`config.mk`:
```
export PLATFORM = sky130hd
export DESIGN_NAME = conv_output_streamer
export DESIGN_NICKNAME = d
export VERILOG_FILES = /design/src/rtl/conv_output_streamer.sv
export SDC_FILE = /design/constraint.sdc
export NUM_CORES = 1
export LEC_CHECK = 0
export CAP_MARGIN = 20
export CORE_MARGIN = 2
export CORE_UTILIZATION = 39
export DETAILED_ROUTE_END_ITERATION = 10
export PLACE_DENSITY = 0.68
export SYNTH_ARGS = -nofsm -noshare
export SYNTH_HDL_FRONTEND = slang
export SYNTH_SLANG_ARGS = --single-unit
```
`constraint.sdc`:
```
create_clock -name clk -period 2.9 [get_ports clk]
set_clock_uncertainty 0.15 [all_clocks]
set_input_delay 0.58 -clock clk [delete_from_list [all_inputs] [get_ports clk]]
set_output_delay 0.58 -clock clk [all_outputs]
set_load 0.01 [all_outputs]
```
`src/rtl/conv_output_streamer.sv`:
```
// ---------------------------------------------------------------------------
// conv_output_streamer
//
// Reads the packed 8-bit feature map from the convolution output SRAM and
// streams it one pixel per cycle on a valid/ready byte interface. Each 16-bit
// SRAM word holds two pixels: [15:8] is the left/even pixel and [7:0] is the
// right/odd pixel. The left pixel is sent first.
//
// The block is started by a run pulse once the convolution engine is idle,
// and it owns the SRAM read port while busy.
//
// Ports
//   clk                       clock, all state on rising edge
//   reset_b                   asynchronous active-low reset
//   streamer_run              start request, sampled in IDLE only
//   streamer_busy             high from the cycle after run is accepted
//                             through the DONE cycle
//   streamer_done             one-cycle completion pulse
//   output_sram_read_address  registered SRAM read address
//   output_sram_read_data     SRAM read data, valid one clock after the
//                             address is registered
//   pixel_valid / pixel_ready stream handshake
//   pixel_data                pixel byte, passed through unmodified
//   pixel_last                marks the final pixel of the map
//   pixel_row_end             marks the final pixel of each map row
//
// State table
//   state | meaning
//   IDLE  | waiting for streamer_run
//   FETCH | capture word 0, point address at word 1
//   HI    | present left pixel of the held word
//   LO    | present right pixel, capture the next word on transfer
//   DONE  | one-cycle completion pulse, release busy
// ---------------------------------------------------------------------------
module conv_output_streamer #(
    parameter int NUM_WORDS     = 98,
    parameter int WORDS_PER_ROW = 7,
    parameter int ADDR_W        = 12
) (
    input  logic              clk,
    input  logic              reset_b,
    input  logic              streamer_run,
    output logic              streamer_busy,
    output logic              streamer_done,
    output logic [ADDR_W-1:0] output_sram_read_address,
    input  logic [15:0]       output_sram_read_data,
    output logic              pixel_valid,
    input  logic              pixel_ready,
    output logic [7:0]        pixel_data,
    output logic              pixel_last,
    output logic              pixel_row_end
);

    localparam int IDX_W = (NUM_WORDS > 1) ? $clog2(NUM_WORDS) : 1;
    localparam int COL_W = (WORDS_PER_ROW > 1) ? $clog2(WORDS_PER_ROW) : 1;
    localparam logic [IDX_W-1:0] LAST_IDX = IDX_W'(NUM_WORDS - 1);
    localparam logic [COL_W-1:0] LAST_COL = COL_W'(WORDS_PER_ROW - 1);

    typedef enum logic [2:0] {
        ST_IDLE  = 3'd0,
        ST_FETCH = 3'd1,
        ST_HI    = 3'd2,
        ST_LO    = 3'd3,
        ST_DONE  = 3'd4
    } state_t;

    state_t             state_q, state_d;
    logic               busy_q, busy_d;
    logic [ADDR_W-1:0]  addr_q, addr_d;
    logic [15:0]        word_q, word_d;
    logic [IDX_W-1:0]   idx_q, idx_d;
    // Column-within-row counter; avoids a modulo on the word index.
    logic [COL_W-1:0]   col_q, col_d;

    logic               last_word;
    logic               more_words;
    logic               row_end_word;

    assign last_word    = (idx_q == LAST_IDX);
    // The address may only move past the word being captured when a further
    // word exists; otherwise it stays parked on the final word.
    assign more_words   = ((int'(idx_q) + 2) < NUM_WORDS);
    assign row_end_word = (col_q == LAST_COL);

    // ------------------------------------------------------------------
    // State and datapath registers
    // ------------------------------------------------------------------
    always_ff @(posedge clk or negedge reset_b) begin
        if (!reset_b) begin
            state_q <= ST_IDLE;
            busy_q  <= 1'b0;
            addr_q  <= '0;
            word_q  <= '0;
            idx_q   <= '0;
            col_q   <= '0;
        end else begin
            state_q <= state_d;
            busy_q  <= busy_d;
            addr_q  <= addr_d;
            word_q  <= word_d;
            idx_q   <= idx_d;
            col_q   <= col_d;
        end
    end

    // ------------------------------------------------------------------
    // Next-state and datapath update
    // ------------------------------------------------------------------
    always_comb begin
        state_d = state_q;
        busy_d  = busy_q;
        addr_d  = addr_q;
        word_d  = word_q;
        idx_d   = idx_q;
        col_d   = col_q;

        case (state_q)
            ST_IDLE: begin
                if (streamer_run) begin
                    addr_d  = '0;
                    idx_d   = '0;
                    col_d   = '0;
                    busy_d  = 1'b1;
                    state_d = ST_FETCH;
                end
            end

            ST_FETCH: begin
                // Address 0 was registered on the run edge, so word 0 is
                // on the read bus now.
                word_d = output_sram_read_data;
                if (NUM_WORDS > 1) begin
                    addr_d = ADDR_W'(1);
                end
                state_d = ST_HI;
            end

            ST_HI: begin
                if (pixel_ready) begin
                    state_d = ST_LO;
                end
            end

            ST_LO: begin
                if (pixel_ready) begin
                    if (last_word) begin
                        state_d = ST_DONE;
                    end else begin
                        // HI lasted at least one cycle since the address
                        // moved, so the next word is already valid here.
                        word_d = output_sram_read_data;
                        idx_d  = idx_q + IDX_W'(1);
                        col_d  = row_end_word ? '0 : (col_q + COL_W'(1));
                        if (more_words) begin
                            addr_d = addr_q + ADDR_W'(1);
                        end
                        state_d = ST_HI;
                    end
                end
            end

            ST_DONE: begin
                busy_d  = 1'b0;
                addr_d  = '0;
                state_d = ST_IDLE;
            end

            default: begin
                state_d = ST_IDLE;
            end
        endcase
    end

    // ------------------------------------------------------------------
    // Outputs: decoded from state and registers only
    // ------------------------------------------------------------------
    always_comb begin
        pixel_valid   = 1'b0;
        pixel_data    = 8'h00;
        pixel_last    = 1'b0;
        pixel_row_end = 1'b0;
        streamer_done = 1'b0;

        case (state_q)
            ST_HI: begin
                pixel_valid = 1'b1;
                pixel_data  = word_q[15:8];
            end
            ST_LO: begin
                pixel_valid   = 1'b1;
                pixel_data    = word_q[7:0];
                pixel_last    = last_word;
                pixel_row_end = row_end_word;
            end
            ST_DONE: begin
                streamer_done = 1'b1;
            end
            default: begin
                pixel_valid = 1'b0;
            end
        endcase
    end

    assign streamer_busy            = busy_q;
    assign output_sram_read_address = addr_q;

endmodule
```
# After elaboration in Yosys (flattened, before gate mapping)
# Index checks and enable logic that the tools add are counted.
# W data, S select, Z words.
[totals]
regBits = 42
latchBits = 0
ram_bits = 0
rom_bits = 0
inputBits = 20
out_inout_bits = 25
elab_cells = 62
n_memories = 0
[classes]
add_sub_neg = 4
mul = 0
n_div = 0
magnitude_cmp = 1
n_eq_ne = 11
shifts = 0
n_mux = 29
bitwise = 0
reduce_logical = 11
[op_table]
columns = ["operator", "count"]
rows = [
  ["$mux W12", 4],
  ["$pmux W12 S4", 1],
  ["$mux W16", 2],
  ["$pmux W16 S2", 1],
  ["$mux W3", 8],
  ["$mux W7", 3],
  ["$pmux W8 S2", 1],
  ["$pmux W7 S2", 1],
  ["$add A12 B1 Y12 const B", 1],
  ["$pmux W3 S4", 1],
  ["$ne A2 B2 Y1 const B", 5],
  ["$add A7 B2 Y8 const B", 1],
  ["$lt A8 B7 Y1 const B", 1],
  ["$add A7 B1 Y7 const B", 1],
  ["$eq A7 B7 Y1 const B", 1],
  ["$eq A3 B2 Y1 const B", 2],
  ["$eq A3 B3 Y1 const B", 2],
  ["$pmux W3 S2", 1],
  ["$reduce_and A3 Y1", 2],
  ["$reduce_bool A2 Y1", 3],
  ["$mux W1", 5],
  ["$reduce_and A5 Y1", 1],
  ["$reduce_and A4 Y1", 1],
  ["$reduce_bool A4 Y1", 1],
  ["6 further kinds", 6],
]

# Longest topological paths before layout
[depth]
depth_word = 6
mapped_depth = 10
ltp_nobuf = 7

# Worst setup path after synthesis
# Ideal clock, no wire load.
[synth_timing]
path_kind = "register -> register"
from = "register idx_q[2]"
to = "register addr_q[10] (netlist: output_sram_read_address[10])"
setup_ns = 0.124
arrival_ns = 2.197
required_ns = 2.626
setup_slack_ns = 0.429
path_stages_with_launch = 8
n_path_buf = 0
synth_period_minus_slack_ns = 2.471
cell_sequence = "dfrtp_1 ha_1 or4b_1 o22a_1 o2111ai_4 nand2_4 o311a_1 a211o_1"
[synth_via]
elab_chain_cells = 4
elab_cells_between_ends = 6
cone_classes = "add/sub (1); order compare (1); eq/ne (3); reduce/logical (1)"
[synth_lines]
columns = ["element", "line", "text"]
rows = [
  ["start: declaration", "71", "logic [IDX_W-1:0] idx_q, idx_d;"],
  ["start signal: assignment", "101", "idx_q <= idx_d;"],
  ["$add A7 B2 Y8", "82", "assign more_words = ((int'(idx_q) + 2) < NUM_WORDS);"],
  ["$lt A8 B7 Y1", "82", ""],
  ["$ne A2 B2 Y1 (no line)", "-", ""],
  ["$reduce_and A5 Y1 (no line) *", "-", ""],
  ["end signal: assignment", "99", "addr_q <= addr_d;"],
  ["end: declaration", "69", "logic [ADDR_W-1:0] addr_q, addr_d;"],
]
# Mark *: on every way between the ends. The rest lies on a longest branch, timed or not.
# A chain may end at the register's enable or synchronous reset.

# Worst setup path in the final report
[layout_timing]
from = "register idx_q[3]"
to = "output pixel_last"
[layout_via]
elab_chain_cells = 2
[layout_lines]
columns = ["element", "line", "text"]
rows = [
  ["$eq A7 B7 Y1", "79", "assign last_word = (idx_q == LAST_IDX);"],
  ["$mux W1", "184", "case (state_q)"],
  ["end: declaration", "50", "output logic pixel_last,"],
]
# Every way passes these cells.

==> impl_metrics.ini <==
[setup_path]
path_class = reg2out
critPathSlowestCell = clkdlybuf4s50_1
path_depth = 4
r2r-start = idx_q[1]$_DFFE_PN0P_
max_stage_delay_ps = 550
crit_path_end_kind = primary output
worstPathMaxFanout = 7
cp-startpoint = idx_q[3]$_DFFE_PN0P_
crit_chain = nor4b_1 > nand3_1 > nor2_1 > clkdlybuf4s50_1
r2r_cells = 7
r2r_end = output_sram_read_address[10]$_DFFE_PN0P_
critPathTopFamily = simple AND/OR/NAND/NOR gates
startpoint_type = flop
r2r_slack_ps = 330
crit_buf_inv = 1
cp-endpoint = pixel_last
crit_arrival_ps = 2030
required_ps = 2170

[layout]
fin_nets = 286
syn2layout_area_growth_pct = 28.35
drive_above_1_share_pct = 15.21
antenna_cells = 0

[detailed_routing]
wl_per_cell_um = 14.84
vias = 1836
drc = 0
viasPerCell = 5.481
drt-total-wl_um = 4970
drt-initial-drc-count = 192
final_antenna_net_count = 0
dr.pass1.iters = 4

[cts]
cts_tree = done
cts.clk_slew.worst_paths_ps = 90
clockBufferDepth = 2
cts_htree_levels = 2
cts-hold-fix-buffers = 0
clockRootBuffer = clkbuf_8
clkSinkCount = 42
clk_latency_ps = 310
cts_made_buffers = 5

[timing]
maxSlewViolCount = 0
finalCritPeriodShare_pct = 95.24
worst_pin_slew_ps = 955.5
whs_ps = 272.1
fmax_mhz = 362.1
setup_viol = 0
rsz0062_at_grt = false
period_minus_slack_ps = 2762
fin_setup_tns_ps = 0
relSlewSlack_pct = 36.30
hold_viol = 0

[global_route]
grt_overflow = 0
grtUsageMet3_pct = 6.109
grt_pass1_wl_um = 8383
grt_antenna_before_repair = 0
grt_pass1_vias = 1814
met2_usage_pct = 26.97
track_usage_pct = 16.95
grt_max_degree = 43
grtUsageMet1_pct = 21.55
top_usage_layer = met2

[synthesis]
syn_nets = 239
synthFlopType = dfrtp_1
yosysTopAreaCell = dfrtp_1
ys_seq_elements = 42
yosys_warnings = 0
yosys-top-cells-area = dfrtp_1 (47%), mux2_2 (8.1%), mux2i_1 (4.5%)
netlist_instances = 215
synth_edf_count = 0
netlist_area_um2 = 2225
synth-seq-area-share_pct = 47.24
syn_avg_cell_area_um2 = 10.35
async_flop_share_pct = 100.0
synth_top_area_share_pct = 47.24
synthDistinctLibCells = 45

[placed_design]
place_congestion = 0.8078
dp_hpwl_um = 3437
numPortBuffers = 44

[power_and_ir_drop]
sw_frac_of_total_pct = 36.99
p_int_mw = 1.646
ir_drop_mv = 0.5737
combinationalPowerShare_pct = 44.7
p_leak_nw = 1.188
pwr-share-clk_pct = 15.6
seqPwrFrac_pct = 39.7
p_switching_mw = 0.9662
power_density_nw_per_um2 = 914.8

[worst_hold_path]
hold_class = in2async

[die]
fp.dieH_um = 79.53
start_util_pct = 40.40
die_w_um = 79.53
rows = 27
dieArea_um2 = 6324
core_area_um2 = 5507
ios = 45

[run_status]
run_status = complete, no violations

[run]
maxCapViolCount = 0
## cell families (layout without fill, tap and decap cells)
group | Yosys count | after routing | synth area share [%]
fa+ha+maj | 4 | 4 | 2.250
buf+inv | 12 | 60 | 2.250
compound gates | 38 | 38 | 13.16
xor+xnor | 7 | 7 | 2.756
simple gates | 86 | 86 | 19.74
flops | 42 | 42 | 47.24
mux | 26 | 26 | 12.60
## layer usage
| metal | vias to the layer above | share of wire [%] | wire length (um) |
|---|---|---|---|
| met3 | 8 | 6.5 | 325 |
| met4 | 0 | 1.5 | 75 |
| li1 | 884 | - | - |
| met1 | 892 | 47 | 2312 |
| met2 | 52 | 45 | 2256 |
| met5 | - | 0 | 0 |
## cell usage in the layout (no fill, tap or decap), types with 5 or more instances in the layout
cell type	instances
clkdlybuf4s50_1	43
buf_4	6
nand3_1	16
mux2_2	16
dfrtp_1	42
xor2_1	7
a22oi_1	5
nor2_1	23
nor3_1	6
nand2_1	14
clkbuf_8	6
o21ai_0	10
mux2i_1	10
## worst min-delay path by stage
stage	startpoint	endpoint	slack [ps]	depth (start not counted)
5_1_grt	reset_b	idx_q[1]$_DFFE_PN0P_	350	1
3_3_place_gp	streamer_busy$_DFFE_PN0P_	streamer_busy$_DFFE_PN0P_	340	2
3_5_place_dp	word_q[13]$_DFFE_PN0P_	word_q[13]$_DFFE_PN0P_	340	1
2_1_floorplan	reset_b	col_q[0]$_DFFE_PN0P_	130	0
4_1_cts	reset_b	output_sram_read_address[1]$_DFFE_PN0P_	300	1
6_report	reset_b	output_sram_read_address[1]$_DFFE_PN0P_	270	1
## area by class of cell
class | count | area, um2
Fill cell | 517 | 2651
Multi-Input combinational cell | 161 | 1131
Sequential cell | 42 | 1051
Timing Repair Buffer | 50 | 480.5
Tap cell | 72 | 90.09
Clock buffer | 6 | 82.58
Clock inverter | 2 | 12.51
Inverter | 2 | 7.507
## metrics by stage
step	instances	util, %	instance area, um2	power, mW	setup slack [ps]
after floorplan	215	-	2225	1.710	428.5
after global placement	327	49.99	2753	2.194	360.0
after detailed placement	327	49.99	2753	2.214	336.0
after CTS	335	51.72	2848	2.633	76.75
after global routing	335	51.85	2855	2.816	10.74
final	335	51.85	2855	2.612	138.0
## power by group through the flow
stage	logic [mW]	clock network (mW)	registers [mW]
5_1_grt	1.29	0.444	1.08
3_3_place_gp	1.16	0	1.03
6_report	1.17	0.406	1.04
4_1_cts	1.18	0.421	1.03
2_1_floorplan	0.698	0	1.01
3_5_place_dp	1.17	0	1.05
## repair_timing
item,in CTS,in global routing
resized for setup,0,2
endpoints found under the setup margin,0,2
setup buffers,0,0
## sequential cells by signal (all words and copies together) (netlist names)
| signal | count |
|---|---|
| output_sram_read_address | 12 |
| idx_q | 7 |
| word_q | 16 |
| col_q | 3 |
| streamer_busy | 1 |
| state_q | 3 |
## cells in the mapped netlist, types with 4 or more instances
master	count
buf_2	4
o21ai_0	10
xor2_1	7
nand2b_1	4
nand3_1	16
nor2_1	23
nand2_1	15
a22oi_1	5
dfrtp_1	42
clkbuf_1	4
ha_1	4
nor3_1	7
mux2i_1	10
mux2_2	16
(Power assumes the default switching activity.)
